[config.mk]
export PLATFORM = sky130hd
export DESIGN_NAME = mem_access_ctrl_flat
export DESIGN_NICKNAME = d
export VERILOG_FILES = /design/src/rtl/mem_access_ctrl_pkg.sv /design/src/rtl/mem_access_ctrl_if.sv /design/src/rtl/mem_access_ctrl_timeout_ctr.sv /design/src/rtl/mem_access_ctrl.sv /design/src/flat_wrapper.sv
export SDC_FILE = /design/constraint.sdc
export NUM_CORES = 1
export LEC_CHECK = 0
export CAP_MARGIN = 40
export CORE_ASPECT_RATIO = 1.4
export CORE_MARGIN = 4
export CORE_UTILIZATION = 40
export CTS_BUF_LIST = sky130_fd_sc_hd__clkbuf_8 sky130_fd_sc_hd__clkbuf_16
export CTS_CLUSTER_SIZE = 24
export DETAILED_ROUTE_END_ITERATION = 8
export GPL_TIMING_DRIVEN = 0
export PLACE_DENSITY = 0.83
export SETUP_SLACK_MARGIN = 0.1
export SLEW_MARGIN = 15
export SYNTH_ARGS = -nofsm -noshare
export SYNTH_HDL_FRONTEND = slang
export SYNTH_HIERARCHICAL = 1
export SYNTH_SLANG_ARGS = --single-unit
[constraint.sdc]
create_clock -name clk -period 2.5 [get_ports clk]
set_clock_uncertainty 0.05 [all_clocks]
set_input_delay 0.25 -clock clk [delete_from_list [all_inputs] [get_ports clk]]
set_output_delay 0.25 -clock clk [all_outputs]
set_load 0.02 [all_outputs]
[src/rtl/mem_access_ctrl_pkg.sv]
// Shared types and constants for the MEM-stage data-memory access controller.
package mem_access_pkg;

    typedef enum logic [1:0] {IDLE, REQ, DONE} state_t;

    localparam logic [7:0]  BE_DWORD         = 8'hFF;
    localparam logic [7:0]  BE_NONE          = 8'h00;
    localparam logic [63:0] DWORD_ALIGN_MASK = ~64'h7;

    // A request that must not reach the bus: conflicting, misaligned doubleword or empty lanes.
    function automatic logic isBadRequest(input logic rd, input logic wr,
                                          input logic [2:0] offset, input logic [7:0] be);
        return (rd && wr) || ((be == BE_DWORD) && (offset != 3'b000)) || (be == BE_NONE);
    endfunction

    function automatic logic [63:0] laneMask(input logic [7:0] be);
        logic [63:0] mask;
        mask = '0;
        for (int i = 0; i < 8; i++) begin
            mask[i*8 +: 8] = {8{be[i]}};
        end
        return mask;
    endfunction

endpackage

[src/rtl/mem_access_ctrl_if.sv]
// Data-memory bus: the controller is the master, the memory is the slave.
interface mem_access_ctrl_if #(
    parameter int ADDR_W = 32
);
    logic              bus_req;
    logic              bus_we;
    logic [ADDR_W-1:0] bus_addr;
    logic [63:0]       bus_wdata;
    logic [7:0]        bus_be;
    logic              bus_ack;
    logic [63:0]       bus_rdata;

    modport master (
        output bus_req, bus_we, bus_addr, bus_wdata, bus_be,
        input  bus_ack, bus_rdata
    );

    modport slave (
        input  bus_req, bus_we, bus_addr, bus_wdata, bus_be,
        output bus_ack, bus_rdata
    );
endinterface

[src/rtl/mem_access_ctrl_timeout_ctr.sv]
// Saturating bus-wait counter; expired marks the last cycle allowed before giving up.
module mem_timeout_ctr #(
    parameter int TIMEOUT = 255
) (
    input  logic clk,
    input  logic rst,
    input  logic i_clear,
    input  logic i_enable,
    output logic o_expired
);
    localparam int CW = (TIMEOUT < 1) ? 1 : $clog2(TIMEOUT + 1);
    localparam logic [CW-1:0] LAST = (TIMEOUT > 0) ? CW'(TIMEOUT - 1) : '0;

    logic [CW-1:0] r_count;

    always_ff @(posedge clk) begin
        if (rst) begin
            r_count <= '0;
        end else if (i_clear) begin
            r_count <= '0;
        end else if (i_enable && (r_count != '1)) begin
            r_count <= r_count + 1'b1;
        end
    end

    assign o_expired = (TIMEOUT > 0) && (r_count == LAST);

endmodule

[src/rtl/mem_access_ctrl.sv]
// MEM-stage load/store controller: bus req/ack handshake, pipeline stall and masked read data.
module mem_access_ctrl
    import mem_access_pkg::*;
#(
    parameter int ADDR_W  = 32,
    parameter int TIMEOUT = 255
) (
    input  logic               clk,
    input  logic               rst,
    input  logic               MemRead,
    input  logic               MemWrite,
    input  logic [63:0]        addr,
    input  logic [63:0]        wdata,
    input  logic [7:0]         wmask,
    output logic               stall,
    output logic [63:0]        rdata,
    output logic               rdata_valid,
    output logic               err,
    mem_access_ctrl_if.master  bus
);
    state_t      r_state;
    state_t      w_nextState;
    logic        r_errPending;
    logic [63:0] r_rdata;
    logic        w_req;
    logic        w_bad;
    logic        w_accept;
    logic        w_expired;
    logic        w_unusedAddr;

    assign w_req        = MemRead | MemWrite;
    assign w_bad        = isBadRequest(MemRead, MemWrite, addr[2:0], wmask);
    assign w_accept     = (r_state == IDLE) && w_req && !w_bad;
    assign w_unusedAddr = ^addr;

    mem_timeout_ctr #(
        .TIMEOUT (TIMEOUT)
    ) u_timeout (
        .clk       (clk),
        .rst       (rst),
        .i_clear   (w_accept),
        .i_enable  (r_state == REQ),
        .o_expired (w_expired)
    );

    always_ff @(posedge clk) begin
        if (rst) begin
            r_state <= IDLE;
        end else begin
            r_state <= w_nextState;
        end
    end

    always_comb begin
        w_nextState = r_state;
        case (r_state)
            IDLE:    if (w_req) w_nextState = w_bad ? DONE : REQ;
            REQ:     if (bus.bus_ack || w_expired) w_nextState = DONE;
            DONE:    w_nextState = IDLE;
            default: w_nextState = IDLE;
        endcase
    end

    // Bus registers stay frozen through REQ; an ack on the timeout cycle is still a success.
    always_ff @(posedge clk) begin
        if (rst) begin
            bus.bus_req   <= 1'b0;
            bus.bus_we    <= 1'b0;
            bus.bus_addr  <= '0;
            bus.bus_wdata <= '0;
            bus.bus_be    <= '0;
            r_errPending  <= 1'b0;
            r_rdata       <= '0;
        end else begin
            case (r_state)
                IDLE: begin
                    if (w_req) begin
                        r_errPending <= w_bad;
                        r_rdata      <= '0;
                    end
                    if (w_accept) begin
                        bus.bus_req   <= 1'b1;
                        bus.bus_we    <= MemWrite;
                        bus.bus_addr  <= addr[ADDR_W-1:0] & DWORD_ALIGN_MASK[ADDR_W-1:0];
                        bus.bus_wdata <= wdata;
                        bus.bus_be    <= wmask;
                    end
                end
                REQ: begin
                    if (bus.bus_ack) begin
                        bus.bus_req <= 1'b0;
                        if (!bus.bus_we) r_rdata <= bus.bus_rdata;
                    end else if (w_expired) begin
                        bus.bus_req  <= 1'b0;
                        r_errPending <= 1'b1;
                    end
                end
                default: ;
            endcase
        end
    end

    always_comb begin
        stall       = w_accept || (r_state == REQ);
        rdata_valid = (r_state == DONE) && !r_errPending;
        err         = (r_state == DONE) && r_errPending;
        rdata       = '0;
        if ((r_state == DONE) && !r_errPending) rdata = r_rdata & laneMask(bus.bus_be);
    end

endmodule

[src/flat_wrapper.sv]
// flat-port wrapper written by rule: the top's interface ports become plain ports
module mem_access_ctrl_flat import mem_access_pkg::*;
#(
    parameter int ADDR_W  = 32,
    parameter int TIMEOUT = 255
)
  (clk, rst, MemRead, MemWrite, addr, wdata, wmask, stall, rdata, rdata_valid, err, bus_bus_req, bus_bus_we, bus_bus_addr, bus_bus_wdata, bus_bus_be, bus_bus_ack, bus_bus_rdata);
  mem_access_ctrl_if #(.ADDR_W(ADDR_W)) bus_i ();
  input  logic clk;
  input  logic rst;
  input  logic MemRead;
  input  logic MemWrite;
  input  logic [63:0] addr;
  input  logic [63:0] wdata;
  input  logic [7:0] wmask;
  output logic stall;
  output logic [63:0] rdata;
  output logic rdata_valid;
  output logic err;
  output wire logic [$bits(bus_i.bus_req)-1:0] bus_bus_req;
  output wire logic [$bits(bus_i.bus_we)-1:0] bus_bus_we;
  output wire logic [$bits(bus_i.bus_addr)-1:0] bus_bus_addr;
  output wire logic [$bits(bus_i.bus_wdata)-1:0] bus_bus_wdata;
  output wire logic [$bits(bus_i.bus_be)-1:0] bus_bus_be;
  input wire logic [$bits(bus_i.bus_ack)-1:0] bus_bus_ack;
  input wire logic [$bits(bus_i.bus_rdata)-1:0] bus_bus_rdata;
  assign bus_bus_req = bus_i.bus_req;
  assign bus_bus_we = bus_i.bus_we;
  assign bus_bus_addr = bus_i.bus_addr;
  assign bus_bus_wdata = bus_i.bus_wdata;
  assign bus_bus_be = bus_i.bus_be;
  assign bus_i.bus_ack = bus_bus_ack;
  assign bus_i.bus_rdata = bus_bus_rdata;
  mem_access_ctrl #(.ADDR_W(ADDR_W), .TIMEOUT(TIMEOUT)) u_core (.clk(clk), .rst(rst), .MemRead(MemRead), .MemWrite(MemWrite), .addr(addr), .wdata(wdata), .wmask(wmask), .stall(stall), .rdata(rdata), .rdata_valid(rdata_valid), .err(err), .bus(bus_i));
endmodule
==> results.sh <==
export IMPL_fp_dieW_um=130.3
export IMPL_post_place_ws_ns=-0.4362
export IMPL_vias_in_the_first_global_route=7492
export IMPL_wire_length_of_the_first_global_routing_pass_um=40040
export IMPL_timing_fmax_mhz=407.4
export IMPL_timing_final_ws_setup_ns=0.04547
export IMPL_leak_pwr_nw=5.575
export IMPL_routabilityCongestion=0.8643
export IMPL_topRoutingLayerUsed="met4"
export IMPL_cts_htree_levels=4
export IMPL_worstHoldPathType="in2reg"
export IMPL_grt_setup_unrepaired="yes"
export IMPL_ys_seq_elements=178
export IMPL_syn2layout_area_growth_pct=50.82
export IMPL_nFillCells=1794
export IMPL_peakVddDrop_mv=0.3811
export IMPL_synth_edf_count=0
export IMPL_layout_cell_area_non_filler_sq_um=12640
export IMPL_synth_async_reset_ratio=0
export IMPL_syn_area_per_cell_sq_um=9.545
export IMPL_clk_path_buf_depth=2
export IMPL_cts_inserted_buffers=17
export IMPL_final_seq_area_sq_um=3563
export IMPL_crit_path_max_fanout=10
export IMPL_finalMaxSlewViolations=0
export IMPL_drt_first_iter_violations=275
export IMPL_final_period_minus_worst_setup_slack_ns=2.455
export IMPL_timing_critical_path_arrival_ns=2.15
export IMPL_clock_root_buffer="clkbuf_16"
export IMPL_routed_wl_um=26550
export IMPL_core_area_sq_um=20560
export IMPL_worst_slew_pin_transition_ns=0.5844
export IMPL_share_of_the_yosys_chip_area_belonging_to_registers=0.4252
export IMPL_via_count=7302
export IMPL_routed_wire_length_per_instance_um=17.56
export IMPL_place_detailed_hpwl_um=20400
export IMPL_global_route_overflow_total=0
export IMPL_initial_core_utilization=0.4077
export IMPL_synth_yosys_warnings=6
export IMPL_clk_pin_slew_worst_paths_ns=0.07
export IMPL_cts_sinks=178
export IMPL_synth_area_top_cells="dfxtp_1 43%, mux2i_1 20%, nand2b_1 15%"
export IMPL_die_height_um=179.3
export IMPL_grt_antenna_before_repair=0
export IMPL_layout_drive_gt1_share=0.08997
export IMPL_placedInstanceArea_sq_um=12130
export IMPL_overall_die_area_sq_um=23360
export IMPL_timing_setup_critical_path_class="in2out"
export IMPL_setup_worst_path_end_class="output port"
export IMPL_clk_latency_ns=0.42
export IMPL_cts_hold_buffers_added=0
export IMPL_final_hold_violation_count=0
export IMPL_postSynth_topFlopCell="dfxtp_1"
export IMPL_global_route_usage_over_all_layers=0.2200
export IMPL_setup_violations=0
export IMPL_detail_route_drc_violations=0
export IMPL_detail_route_wirelength_met1_um=10240
export IMPL_antenna_cells_inserted=0
export IMPL_power_per_cell_area_nw_per_um2=611.9
export IMPL_syn_cell_area_sq_um=8381
export IMPL_first_pass_detailed_route_iteration_total=4
export IMPL_synth_top_area_share=0.4252
export IMPL_port_buffers=342
export IMPL_synth_area_leader_cell="dfxtp_1"
export IMPL_maximum_number_of_pins_on_one_net_before_global_route_repair=17
export IMPL_fp_row_count=62
export IMPL_routed_wl_met3_um=2052
export IMPL_ioPinCount=378
export IMPL_post_route_period_util=0.9818
export IMPL_tritoncts="yes"
export IMPL_worstSetupStartpointType="input port"
export IMPL_synthCells=878
export IMPL_run_status="complete, no violations"
export IMPL_ant_nets=0
export IMPL_max_slew_margin=0.6104
export IMPL_met2_length_um=13570
export IMPL_crit_required_ns=2.20
export IMPL_multiInputGateArea_sq_um=4483
export IMPL_detail_route_vias_per_cell=4.829
export IMPL_cap_violations=0
export IMPL_finish_net_count=1451
export IMPL_synth_distinct_cells=41
repair_timing:
item                                    4_1_cts  5_1_grt
setup buffers                                 1        1
pin swaps                                     1        1
endpoints found under the setup margin       67       55
resized for setup                            83       93
cloned                                        1        0
cell families after synthesis:
| family | after synthesis | synth area share |
|---|---|---|
| AND/OR/NAND/NOR | 437 | 0.3064 |
| flip-flops | 178 | 0.4252 |
| multiplexers | 169 | 0.2019 |
| buffers and inverters | 70 | 0.04360 |
| AO/OA/AOI/OAI | 21 | 0.01956 |
| adder cells (fa/ha/maj) | 2 | 0.002985 |
| other | 1 | 0.0004475 |
through the flow:
step	instances	hold slack, ns	setup TNS (ns)	power [mW]	utilization
after global placement	1478	0.4018	-7.053	4.981	0.5901
after floorplan	880	0.3548	0	4.172	-
after CTS	1511	0.2408	0	7.818	0.6186
after detailed placement	1478	0.4087	-8.161	5.005	0.5901
after global routing	1512	0.2918	-0.02289	8.065	0.6149
final	1512	0.2611	0	7.735	0.6149
per-layer routing:
metal  track usage  up-vias
met1        0.2434     3382
met2        0.3949      255
met4       0.07633        0
met5             0        -
met3       0.06736       39
li1              -     3626
sequential cells by signal (all words and copies together) (netlist names):
signal	flops
u_core/u_timeout/r_count	8
u_core/bus.bus_req	1
u_core/bus.bus_be	8
u_core/r_errPending	1
u_core/bus.bus_we	1
u_core/r_state	2
u_core/r_rdata	64
u_core/bus.bus_wdata	64
u_core/bus.bus_addr	29
worst paths after layout:
kind | slack (ns) | depth (start not counted) | end | from
worst max-delay path | 0.05 | 8 | stall | wmask[2]
worst min-delay path | 0.26 | 3 | u_core/bus.bus_be[0] | wmask[0]
worst max register to register | 0.43 | 6 | u_core/u_timeout/r_count[5] | u_core/r_state[0]
worst min register to register | 0.42 | 2 | u_core/bus.bus_wdata[22] | u_core/bus.bus_wdata[22]
layout by cell type (no fill, tap or decap), types with 3 or more instances in the layout:
cell,n
buf_6,5
clkbuf_4,5
dlygate4sd2_1,13
clkdlybuf4s50_1,273
inv_6,3
nand4_1,3
mux2i_1,169
or2_2,3
and3_1,64
buf_4,19
nand2b_1,204
clkbuf_1,33
nand3_1,4
nor2_1,68
clkdlybuf4s15_1,17
dlymetal6s2s_1,5
clkbuf_2,36
nand2_1,7
clkbuf_16,17
a211oi_1,3
buf_2,4
conb_1,3
a21oi_1,4
clkinv_4,4
inv_1,6
a31oi_1,3
nor3_1,3
dfxtp_1,178
and2_1,64
bufinv_16,3
worst max-delay path, cell delays in order:
cell,delay [ns]
clkdlybuf4s50_1,0.47
nor4_2,0.32
a22o_2,0.20
nor3b_2,0.05
buf_6,0.15
buf_6,0.16
or2_2,0.27
clkdlybuf4s15_2,0.27
cells in the mapped netlist (all sizes together) (2+ instances only):
master,number
or2,3
dfxtp,178
a31oi,3
nor3b,3
nand2b,204
o21bai,2
nand2,7
or3,2
inv,4
a211oi,3
nor4,3
and3,64
o21ai,3
nand3,5
nor3,5
nand4,3
ha,2
a21oi,4
nor2,68
mux2i,169
and2,64
clkbuf,41
and4,3
buf,25
final cells by class:
type / instances / share of cell area
clock buffers: 17 / 0.03366
clock inverters: 14 / 0.01435
multi-input cells: 632 / 0.3547
plain buffers: 66 / 0.02970
inverters: 4 / 0.001188
repair buffers: 345 / 0.2592
well taps: 256 / 0.02534
flip-flops and latches: 178 / 0.2819
report_power, final:
| group | total (mW) | switching (mW) | internal, mW | leakage, nW |
|---|---|---|---|---|
| logic | 1.76 | 0.823 | 0.937 | 3.81 |
| registers | 3.18 | 0.141 | 3.04 | 1.46 |
| clock network | 2.79 | 1.20 | 1.59 | 0.305 |
Power figures use the tool's default switching activity.
